File: src/rtl/fmul_seq.sv
// fmul_seq: sequential IEEE-754-style floating-point multiplier.
//
// Significands are multiplied by a shift-add datapath, one multiplier bit per
// cycle, followed by a single normalise/round/classify cycle. Operands and
// results move through valid/ready handshakes; one operation is in flight at
// a time.
//
// Optional feature macro: FMUL_ROUND_NEAREST_EN
//   defined   -> round-to-nearest-even from guard and sticky bits
//   undefined -> truncation (round toward zero), no rounding logic
//
// Ports:
//   clk, rst_n                      clock (rising edge), async active-low reset
//   in_valid / in_ready             operand handshake
//   in_Sign_*, in_Exponent_*,
//   in_Mantissa_*                   operand fields (biased exponent, stored mantissa)
//   out_valid / out_ready           result handshake
//   out_Sign, out_Exponent,
//   out_Mantissa                    result fields, held stable while out_valid=1
//   SC_Exponent_Overflow            result overflowed to infinity
//   SC_Exponent_Underflow           result flushed to zero
//   SC_Invalid                      NaN operand or 0 x inf
module fmul_seq #(
  parameter int unsigned EXP_W = 5,
  parameter int unsigned MAN_W = 10
) (
  input  logic             clk,
  input  logic             rst_n,
  input  logic             in_valid,
  output logic             in_ready,
  input  logic             in_Sign_1,
  input  logic             in_Sign_2,
  input  logic [EXP_W-1:0] in_Exponent_1,
  input  logic [EXP_W-1:0] in_Exponent_2,
  input  logic [MAN_W-1:0] in_Mantissa_1,
  input  logic [MAN_W-1:0] in_Mantissa_2,
  output logic             out_valid,
  input  logic             out_ready,
  output logic             out_Sign,
  output logic [EXP_W-1:0] out_Exponent,
  output logic [MAN_W-1:0] out_Mantissa,
  output logic             SC_Exponent_Overflow,
  output logic             SC_Exponent_Underflow,
  output logic             SC_Invalid
);

  localparam int unsigned SigW  = MAN_W + 1;
  localparam int unsigned ProdW = 2 * SigW;
  localparam int unsigned EW    = EXP_W + 2;
  localparam int unsigned CntW  = $clog2(MAN_W + 2);

  // Counter values 0..MAN_W perform the shift-add steps; the final value is a
  // drain cycle that gives the fixed MAN_W+3 edge result latency.
  localparam logic [CntW-1:0]      LastCnt = CntW'(MAN_W + 1);
  localparam logic signed [EW-1:0] Bias    = EW'((1 << (EXP_W - 1)) - 1);
  localparam logic signed [EW-1:0] MaxExp  = EW'((1 << EXP_W) - 1);

  typedef enum logic [1:0] {StIdle, StMul, StNorm, StDone} state_e;

  state_e state_q, state_d;

  // ---------------------------------------------------------------------------
  // Operand classification (evaluated on the accept edge only)
  // ---------------------------------------------------------------------------
  logic accept;
  logic zero1, zero2, inf1, inf2, nan1, nan2;
  logic signed [EW-1:0] e_sum_in;

  assign accept = (state_q == StIdle) && in_valid;

  always_comb begin
    zero1    = ~|in_Exponent_1;
    zero2    = ~|in_Exponent_2;
    inf1     = (&in_Exponent_1) && ~|in_Mantissa_1;
    inf2     = (&in_Exponent_2) && ~|in_Mantissa_2;
    nan1     = (&in_Exponent_1) && |in_Mantissa_1;
    nan2     = (&in_Exponent_2) && |in_Mantissa_2;
    e_sum_in = $signed(EW'(in_Exponent_1)) + $signed(EW'(in_Exponent_2)) - Bias;
  end

  // ---------------------------------------------------------------------------
  // Datapath registers
  // ---------------------------------------------------------------------------
  logic                 sign_q, invalid_q, inf_q, zero_q;
  logic signed [EW-1:0] e_sum_q;
  logic [SigW-1:0]      mcand_q, mplier_q;
  logic [ProdW-1:0]     acc_q;
  logic [CntW-1:0]      cnt_q;

  logic                 step_en;
  logic [SigW:0]        partial;
  logic [ProdW-1:0]     acc_step;

  // Add the multiplicand into the upper half when the multiplier LSB is set,
  // then shift the whole accumulator right by one.
  always_comb begin
    step_en  = (cnt_q != LastCnt);
    partial  = {1'b0, acc_q[ProdW-1:SigW]} + (mplier_q[0] ? {1'b0, mcand_q} : '0);
    acc_step = {partial, acc_q[SigW-1:1]};
  end

  always_ff @(posedge clk or negedge rst_n) begin
    if (!rst_n) begin
      sign_q    <= 1'b0;
      invalid_q <= 1'b0;
      inf_q     <= 1'b0;
      zero_q    <= 1'b0;
      e_sum_q   <= '0;
      mcand_q   <= '0;
      mplier_q  <= '0;
      acc_q     <= '0;
      cnt_q     <= '0;
    end else if (accept) begin
      sign_q    <= in_Sign_1 ^ in_Sign_2;
      invalid_q <= nan1 | nan2 | (zero1 & inf2) | (inf1 & zero2);
      inf_q     <= inf1 | inf2;
      zero_q    <= zero1 | zero2;
      e_sum_q   <= e_sum_in;
      // Subnormal mantissas are loaded too, but zero_q overrides the result.
      mcand_q   <= {1'b1, in_Mantissa_1};
      mplier_q  <= {1'b1, in_Mantissa_2};
      acc_q     <= '0;
      cnt_q     <= '0;
    end else if (state_q == StMul) begin
      cnt_q <= cnt_q + CntW'(1);
      if (step_en) begin
        acc_q    <= acc_step;
        mplier_q <= mplier_q >> 1;
      end
    end
  end

  // ---------------------------------------------------------------------------
  // Normalise and round
  // ---------------------------------------------------------------------------
  logic                 prod_hi;
  logic [MAN_W-1:0]     man_t, man_r;
  logic                 rnd_carry;
  logic signed [EW-1:0] e_fin;

`ifdef FMUL_ROUND_NEAREST_EN
  logic guard, sticky, round_up;

  always_comb begin
    prod_hi  = acc_q[ProdW-1];
    man_t    = prod_hi ? acc_q[ProdW-2 -: MAN_W] : acc_q[ProdW-3 -: MAN_W];
    guard    = prod_hi ? acc_q[MAN_W] : acc_q[MAN_W-1];
    sticky   = prod_hi ? |acc_q[MAN_W-1:0] : |acc_q[MAN_W-2:0];
    // Round up above half, or exactly at half when the kept LSB is odd.
    round_up = guard & (sticky | man_t[0]);
    {rnd_carry, man_r} = {1'b0, man_t} + {{MAN_W{1'b0}}, round_up};
    // A carry out means the significand became 10.000..; the stored mantissa
    // is already zero, so only the exponent needs the extra increment.
    e_fin    = e_sum_q + EW'(prod_hi) + EW'(rnd_carry);
  end
`else
  logic unused_acc_lsb;

  assign unused_acc_lsb = acc_q[0];

  always_comb begin
    prod_hi   = acc_q[ProdW-1];
    man_t     = prod_hi ? acc_q[ProdW-2 -: MAN_W] : acc_q[ProdW-3 -: MAN_W];
    man_r     = man_t;
    rnd_carry = 1'b0;
    e_fin     = e_sum_q + EW'(prod_hi) + EW'(rnd_carry);
  end
`endif

  // ---------------------------------------------------------------------------
  // Result selection in priority order
  // ---------------------------------------------------------------------------
  logic             res_sign, res_ov, res_un, res_inv;
  logic [EXP_W-1:0] res_exp;
  logic [MAN_W-1:0] res_man;

  always_comb begin
    res_sign = sign_q;
    res_exp  = e_fin[EXP_W-1:0];
    res_man  = man_r;
    res_ov   = 1'b0;
    res_un   = 1'b0;
    res_inv  = 1'b0;
    if (invalid_q) begin
      res_sign = 1'b0;
      res_exp  = '1;
      res_man  = {1'b1, {(MAN_W - 1){1'b0}}};
      res_inv  = 1'b1;
    end else if (inf_q) begin
      res_exp = '1;
      res_man = '0;
    end else if (zero_q) begin
      res_exp = '0;
      res_man = '0;
    end else if (!e_fin[EW-1] && (e_fin >= MaxExp)) begin
      res_exp = '1;
      res_man = '0;
      res_ov  = 1'b1;
    end else if (e_fin[EW-1] || (e_fin == '0)) begin
      res_exp = '0;
      res_man = '0;
      res_un  = 1'b1;
    end
  end

  // Output registers: loaded in NORM, cleared when the result is taken.
  always_ff @(posedge clk or negedge rst_n) begin
    if (!rst_n) begin
      out_Sign              <= 1'b0;
      out_Exponent          <= '0;
      out_Mantissa          <= '0;
      SC_Exponent_Overflow  <= 1'b0;
      SC_Exponent_Underflow <= 1'b0;
      SC_Invalid            <= 1'b0;
    end else if (state_q == StNorm) begin
      out_Sign              <= res_sign;
      out_Exponent          <= res_exp;
      out_Mantissa          <= res_man;
      SC_Exponent_Overflow  <= res_ov;
      SC_Exponent_Underflow <= res_un;
      SC_Invalid            <= res_inv;
    end else if ((state_q == StDone) && out_ready) begin
      out_Sign              <= 1'b0;
      out_Exponent          <= '0;
      out_Mantissa          <= '0;
      SC_Exponent_Overflow  <= 1'b0;
      SC_Exponent_Underflow <= 1'b0;
      SC_Invalid            <= 1'b0;
    end
  end

  // ---------------------------------------------------------------------------
  // Control FSM
  // ---------------------------------------------------------------------------
  always_ff @(posedge clk or negedge rst_n) begin
    if (!rst_n) begin
      state_q <= StIdle;
    end else begin
      state_q <= state_d;
    end
  end

  always_comb begin
    state_d = state_q;
    unique case (state_q)
      StIdle: if (in_valid) state_d = StMul;
      StMul:  if (cnt_q == LastCnt) state_d = StNorm;
      StNorm: state_d = StDone;
      StDone: if (out_ready) state_d = StIdle;
      default: state_d = StIdle;
    endcase
  end

  always_comb begin
    in_ready  = (state_q == StIdle);
    out_valid = (state_q == StDone);
  end

endmodule

File: config.mk
export PLATFORM = sky130hd
export DESIGN_NAME = fmul_seq
export DESIGN_NICKNAME = d
export VERILOG_FILES = /design/src/rtl/fmul_seq.sv
export SDC_FILE = /design/constraint.sdc
export NUM_CORES = 1
export LEC_CHECK = 0
export BUFFER_PORTS_ARGS = -buffer_cell sky130_fd_sc_hd__clkbuf_2
export CORE_UTILIZATION = 62
export DETAILED_ROUTE_END_ITERATION = 8
export PLACE_DENSITY = 0.93
export SLEW_MARGIN = 20
export SYNTH_ARGS = -nofsm -noshare
export SYNTH_HDL_FRONTEND = slang
export SYNTH_SLANG_ARGS = --single-unit
File: constraint.sdc
create_clock -name clk -period 4.4 [get_ports clk]
set_clock_uncertainty 0.2 [all_clocks]
set_input_delay 0.44 -clock clk [delete_from_list [all_inputs] [get_ports clk]]
set_output_delay 0.44 -clock clk [all_outputs]
set_load 0.02 [all_outputs]
==> results of run 1 <==
-- layout make-up --
class                           instances  area [µm²]
Multi-Input combinational cell        341        2130
Sequential cell                        70        1750
Fill cell                             429        1520
Timing Repair Buffer                   60         313
Clock buffer                           12         145
Tap cell                               75        93.8
Clock inverter                          4        70.1
Inverter                               11        41.3
-- cell usage in the layout (no fill, tap or decap), drive strengths merged, types with 6 or more instances in the layout --
cell / n
a21oi: 17
a31oi: 10
and2: 14
and3: 6
clkbuf: 67
dfrtp: 70
ha: 27
inv: 11
mux2i: 11
nand2: 99
nand3: 10
nor2: 27
nor3: 9
o21ai: 33
xnor2: 11
xor2: 6
-- metrics by stage --
stage	cell area [µm²]	utilization, %
after global placement	4320	71.3
after detailed placement	4320	71.3
final	4540	75.0
after global routing	4540	75.0
after floorplan	4000	-
after CTS	4540	75.0
-- cells by family (layout without fill, tap and decap cells) --
group / Yosys count / count (layout) / synth area share (%)
fa+ha+maj: 29 / 29 / 9.44
buf+inv: 29 / 87 / 3.03
flops: 70 / 70 / 43.8
xor+xnor: 17 / 17 / 3.91
compound gates: 97 / 97 / 15.8
mux: 11 / 11 / 2.75
simple gates: 187 / 187 / 21.4
-- routing by layer --
layer / part of all wire [%] / wire (µm) / up-vias
met5: 0 / 0 / -
met4: 2.4 / 212 / 0
met3: 4.2 / 379 / 18
met2: 50 / 4470 / 95
met1: 43 / 3860 / 1628
li1: - / - / 1650
-- worst max-delay path: cells and delay by family, from the launching register on --
kind	cells	cell delay [ns]
flip-flops	1	0.49
XOR/XNOR	1	0.16
AO/OA/AOI/OAI	3	0.74
adder cells (fa/ha/maj)	2	0.63
AND/OR/NAND/NOR	2	0.33
-- state kept, by name (all words and copies together) (netlist names) --
signal	flops
acc_q	12
mcand_q	11
mplier_q	11
out_Mantissa	10
e_sum_q	7
out_Exponent	5
cnt_q	4
state_q	2
SC_Exponent_Overflow	1
SC_Exponent_Underflow	1
SC_Invalid	1
inf_q	1
invalid_q	1
out_Sign	1
sign_q	1
zero_q	1
-- power groups by stage --
stage | sequential [W] | clock [W] | combinational (W)
after floorplan | 0.00117 | 0 | 0.00103
after global placement | 0.00116 | 0 | 0.00133
after detailed placement | 0.00118 | 0 | 0.00140
after CTS | 0.00117 | 0.000575 | 0.00141
after global routing | 0.00121 | 0.000604 | 0.00159
final | 0.00117 | 0.000571 | 0.00142
-- final timing paths --
| path | start | end |
|---|---|---|
| setup reg to reg | mplier_q[0] | acc_q[18] |
| hold / removal | in_Mantissa_1[2] | mcand_q[2] |
| setup / recovery | mplier_q[0] | acc_q[18] |
| max in group asynchronous | rst_n | acc_q[15] |
| hold reg to reg | zero_q | zero_q |
| min in group asynchronous | rst_n | state_q[1] |
==> results.md, run 1 <==
- Status: finished, final reports clean
- Final Instance Count excl. Fillers: 573
- Clk root buf: clkbuf_8
- Slew @ Worst Pin: 1.06 ns
- M3 GR Usage: 5.16%
- PnR Total Power: 0.00316 W
- CP Max Fanout: 12
- DRC viols: 0
- Setup bufs post-CTS: 0
- Bufs on Longest Clock Path: 2
- Htree depth: 3
- Period Utilization, post-route: 61.8%
- Area contributors post-synth: dfrtp_1 (44%), nand2_1 (9.3%), ha_1 (8.4%)
- Drt via density: 5.92
- Syn Nets: 505
- Syn_area_per_cell: 9.10 µm²
- Nets: 558
- Clock Power Share: 18.1%
- Pin count of the biggest net entering global routing: 41
- Hold Path Depth: 3
- I/O pin total: 57
- Area growth, synth to finish: 13.5%
- Total gr overflow: 0
- Core Region: 0.00606 mm²
- Initial Util: 66.0%
- Clock Latency Late Sink: 0.35 ns
- Antenna cell count: 0
- Leakage: 2.21 nW
- Net Switching: 0.00133 W
- Part of the power in combinational logic: 44.9%
- # rows: 28
- Chip width: 82.3 µm
- YS warnings: 0
- Via count: 3391
- Met1 Resource Use GR: 37.5%
- Full die area: 0.00678 mm²
- WP data arrival: 2.71 ns
- Most instantiated library cell after synthesis: nand2_1
- Worst Hold Class: primary input to flop
- Final Worst Setup Slack: 1.68 ns
- Cell Int Power: 0.00183 W
- CP max stage delay: 0.49 ns
- Fmax achieved: 368 MHz
- HPWL after detailed placement: 6.58 mm
- Final wirelength: 8.92 mm
- 1st-iter DRT viols: 242
- Final setup violation count: 0
- Overall routing resource usage: 30.5%
- I/O Buffers: 56
- Post-synth EDFFs: 0
- Final min period: 2.72 ns
- Worst vdd ir: 0.000430 V
- Yosys cell types: 51
- Synth area leader: dfrtp_1
- CTS buffer count: 9
- #FFs+latches synth: 70
- Busiest metal layer after global routing: met2
- Synth top area share: 43.8%
- Clk sinks: 70
- Dpl cells: 556
- Post-cts gate resize count: 0
- Relative slew margins: 28.9%
- R2R Setup Slk: 1.68 ns
- Crit start category: flop
- Routed WL per cell: 15.6 µm
- FFs w/ async S/R, synth: 100%
- Sequential share of the synthesized area: 43.8%
- CP max-delay cell: dfrtp_1
- First-pass GRT wire length: 15.3 mm
- Number of global-route vias before repair: 3355
- Final setup TNS: 0 ns
- Layout cell share with drive strength beyond 1: 16.1%
- Detailed Routing Iterations Pass 1: 5
- Die height: 82.3 µm
- Post-synthesis cell count: 440
- Placer Congestion: 0.959
- Met2 GRT Util: 52.3%
- Crit path required time: 4.39 ns
- Sequential share of power: 37.0%
- Smallest hold slack: 0.101 ns
- Hold_buf cts: 1
- Clk slew on worst S/H paths: 0.07 ns
- Power per cell area: 695 mW/mm²
- CP cell instances: and2_1 > ha_1 > fa_1 > a211oi_1 > o21ai_0 > nand2_1 > xor2_1 > a21oi_1
- CP endpoint kind: flop
- Setup WS pre-CTS: 1.78 ns
- Max-cap viol count: 0
- Sw Share: 42.2%
- Commonest cells in the netlist: nand2_1 (99), dfrtp_1 (70), o21ai_0 (32), ha_1 (27), nor2_1 (27)
- Syn Std Cell Area: 0.00400 mm²
- RSZ-0062 raised after global routing: false
- Initial antenna violation count: 0
- Ys flop type: dfrtp_1
- CP Class: flop to flop
- Pins Over Slew Limit: 0
- Final hold viol count: 0
- TritonCTS clock tree: built
- R2R depth: 8
- Final ANT Viol Nets: 0
No activity file was read; power rests on OpenSTA's default activity.
==> run 2: changes to the inputs <==
--- a/config.mk
+++ b/config.mk
@@ -6,9 +6,9 @@
 export NUM_CORES = 1
 export LEC_CHECK = 0
 export BUFFER_PORTS_ARGS = -buffer_cell sky130_fd_sc_hd__clkbuf_2
-export CORE_UTILIZATION = 62
+export CORE_UTILIZATION = 52
 export DETAILED_ROUTE_END_ITERATION = 8
-export PLACE_DENSITY = 0.93
+export PLACE_DENSITY = 0.84
 export SLEW_MARGIN = 20
 export SYNTH_ARGS = -nofsm -noshare
 export SYNTH_HDL_FRONTEND = slang
==> constraint.sdc (replaced) <==
create_clock -name clk -period 2.2 [get_ports clk]
set_clock_uncertainty 0.2 [all_clocks]
set_input_delay 0.22 -clock clk [delete_from_list [all_inputs] [get_ports clk]]
set_output_delay 0.22 -clock clk [all_outputs]
set_load 0.02 [all_outputs]
==> run 2 against run 1 <==
Compared with the run above: the flow now finishes with violations (negative setup slack); clock power up 73%; sequential power grew 100%; non-clock buffer count grew 48; global-route usage down 4.6 points; combinational power increased by 150%; total power rose by 120%; utilization down 4.2 points; wire length is 14% higher.
==> results.md, run 2 (synthesized netlist as in run 1, its figures left out) <==
- Status: complete, but fails checks
- Slew @ Worst Pin: 0.662 ns
- Leakage: 2.44 nW
- Clock Power Share: 14.4%
- Die height: 89.7 µm
- 1st-iter DRT viols: 193
- Dpl cells: 601
- M1 wire length: 4.24 mm
- Part of the power in combinational logic: 51.5%
- Sw Share: 42.1%
- CP max stage delay: 0.44 ns
- I/O Buffers: 56
- CP max-delay cell: dfrtp_2
- Relative slew margins: 55.8%
- Final Worst Setup Slack: -0.00985 ns
- I/O pin total: 57
- Htree depth: 3
- Sequential share of power: 34.1%
- TritonCTS clock tree: built
- RSZ-0062 raised after global routing: true
- Worst vdd ir: 0.000632 V
- Clock Latency Late Sink: 0.36 ns
- Final setup violation count: 1
- CP cell instances: and2_4 > ha_4 > fa_2 > a211oi_4 > o21bai_1 > a21oi_1 > nor2_1 > a211oi_1
- Drt via density: 5.65
- Fmax achieved: 453 MHz
- Final min period: 2.21 ns
- Worst Hold Class: primary input to flop
- Final ANT Viol Nets: 0
- Area growth, synth to finish: 29.6%
- Crit start category: flop
- Commonest non-fill, non-tap cell in the layout: nand2_1
- WP data arrival: 2.27 ns
- Routed WL per cell: 15.8 µm
- Power per cell area: 1320 mW/mm²
- Final Instance Area: 0.00519 mm²
- Initial Util: 54.6%
- First-pass GRT wire length: 16.6 mm
- Chip width: 89.7 µm
- Overall routing resource usage: 25.9%
- Buf/Inv on CP: 0
- PnR Total Power: 0.00685 W
- Detailed Routing Iterations Pass 1: 4
- # rows: 31
- Clk sinks: 70
- Layout cell share with drive strength beyond 1: 24.3%
- Largest register by flop count: acc_q
- Cell Int Power: 0.00396 W
- Clk root buf: clkbuf_8
- Full die area: 0.00805 mm²
- Net Switching: 0.00289 W
- Cell Area, Placed: 0.00457 mm²
- Routed wl met2: 5.18 mm
- CTS buffer count: 9
- CP endpoint kind: flop
- Most frequent cells in the layout: nand2_1 (99), dfrtp_1 (69), clkbuf_2 (56)
- Via count: 3630
- Number of global-route vias before repair: 3613
- HPWL after detailed placement: 6.97 mm
- Initial antenna violation count: 0
- Period Utilization, post-route: 100%
- Highest routed layer: met4
- Final Instance Count excl. Fillers: 642
- Max-cap viol count: 0
- Total gr overflow: 0
- CP Max Fanout: 6
- Final hold viol count: 0
- Clk slew on worst S/H paths: 0.07 ns
- Antenna cell count: 0
- Top delay family on crit path: compound AO/OA/AOI/OAI gates
- Placer Congestion: 0.854
- Bufs on Longest Clock Path: 2
- Nets: 606
- Pin count of the biggest net entering global routing: 45
- Pins Over Slew Limit: 0
- Top Registers: acc_q x12, mcand_q x11, mplier_q x11
- Wire length on met3: 487 µm
- Crit path required time: 2.26 ns
- Core Region: 0.00733 mm²
- DRC viols: 0
- Final wirelength: 10.1 mm
- Failing checks: negative setup slack
- CP Class: flop to flop
- Max FFs per register: 12
-- run 2: cell count changes in the layout (fill, tap and decap cells not counted), sizes merged --
cell         before  now
buf               4   29
dlygate4sd3       1   23
bufinv            2    1
clkinv            2    1
-- run 2: power groups by stage --
stage	Combinational (W)	Sequential, W	Clock [W]
global route	0.00389	0.00240	0.00105
CTS	0.00326	0.00230	0.000993
global placement	0.00302	0.00230	0
finish	0.00353	0.00234	0.000987
detailed placement	0.00313	0.00233	0
floorplan	0.00211	0.00233	0
-- run 2: routing by layer --
layer  vias up  track usage, %
met4         0            12.2
met5         -               0
met2       101            44.7
li1       1737               -
met3        19            4.57
met1      1773            31.4
-- run 2: worst paths after layout --
path	startpoint	to	slack, ns	cells after the start
min in group asynchronous	rst_n	mplier_q[10]	0.20	2
worst max-delay path	mplier_q[0]	acc_q[16]	-0.01	8
worst min-delay path	in_Exponent_2[0]	e_sum_q[0]	0.05	4
worst min register to register	mcand_q[10]	mcand_q[10]	0.26	1
max in group asynchronous	rst_n	inf_q	0.97	3
worst max register to register	mplier_q[0]	acc_q[16]	-0.01	8
-- run 2: through the flow --
| step | util (%) | setup slack, ns | setup TNS (ns) | hold slack [ns] |
|---|---|---|---|---|
| 2_1_floorplan | - | -0.0112 | -0.0121 | -0.276 |
| 3_5_place_dp | 62.4 | -0.117 | -0.326 | 0.0447 |
| 5_1_grt | 70.8 | -0.0990 | -0.333 | 0.0806 |
| 4_1_cts | 68.5 | 0.00136 | 0 | 0.0465 |
| 3_3_place_gp | 62.4 | -0.0434 | -0.0954 | 0.0387 |
| 6_report | 70.8 | -0.00985 | -0.00985 | 0.0457 |
-- run 2: worst min-delay path: cells and delay by family --
kind | cells | cell delay (ns)
buf+inv | 2 | 0.14
fa+ha+maj | 1 | 0.12
compound gates | 1 | 0.07
-- run 2: final cells by class --
cell class,count,area [µm²]
multi-input cells,341,2330
fillers,518,2140
flip-flops and latches,70,1750
repair buffers,108,767
clock buffers,11,141
well taps,99,124
inverters,11,41.3
clock inverters,2,35.0
-- run 2: repair_timing --
| item | CTS | global route |
|---|---|---|
| buffers inserted | 1 | 4 |
| hold buffers | 23 | 0 |
| endpoints found under the setup margin | 7 | 19 |
| resized for setup | 6 | 29 |
| hold endpoints to repair | 43 | 0 |
| pin swaps | 2 | 14 |
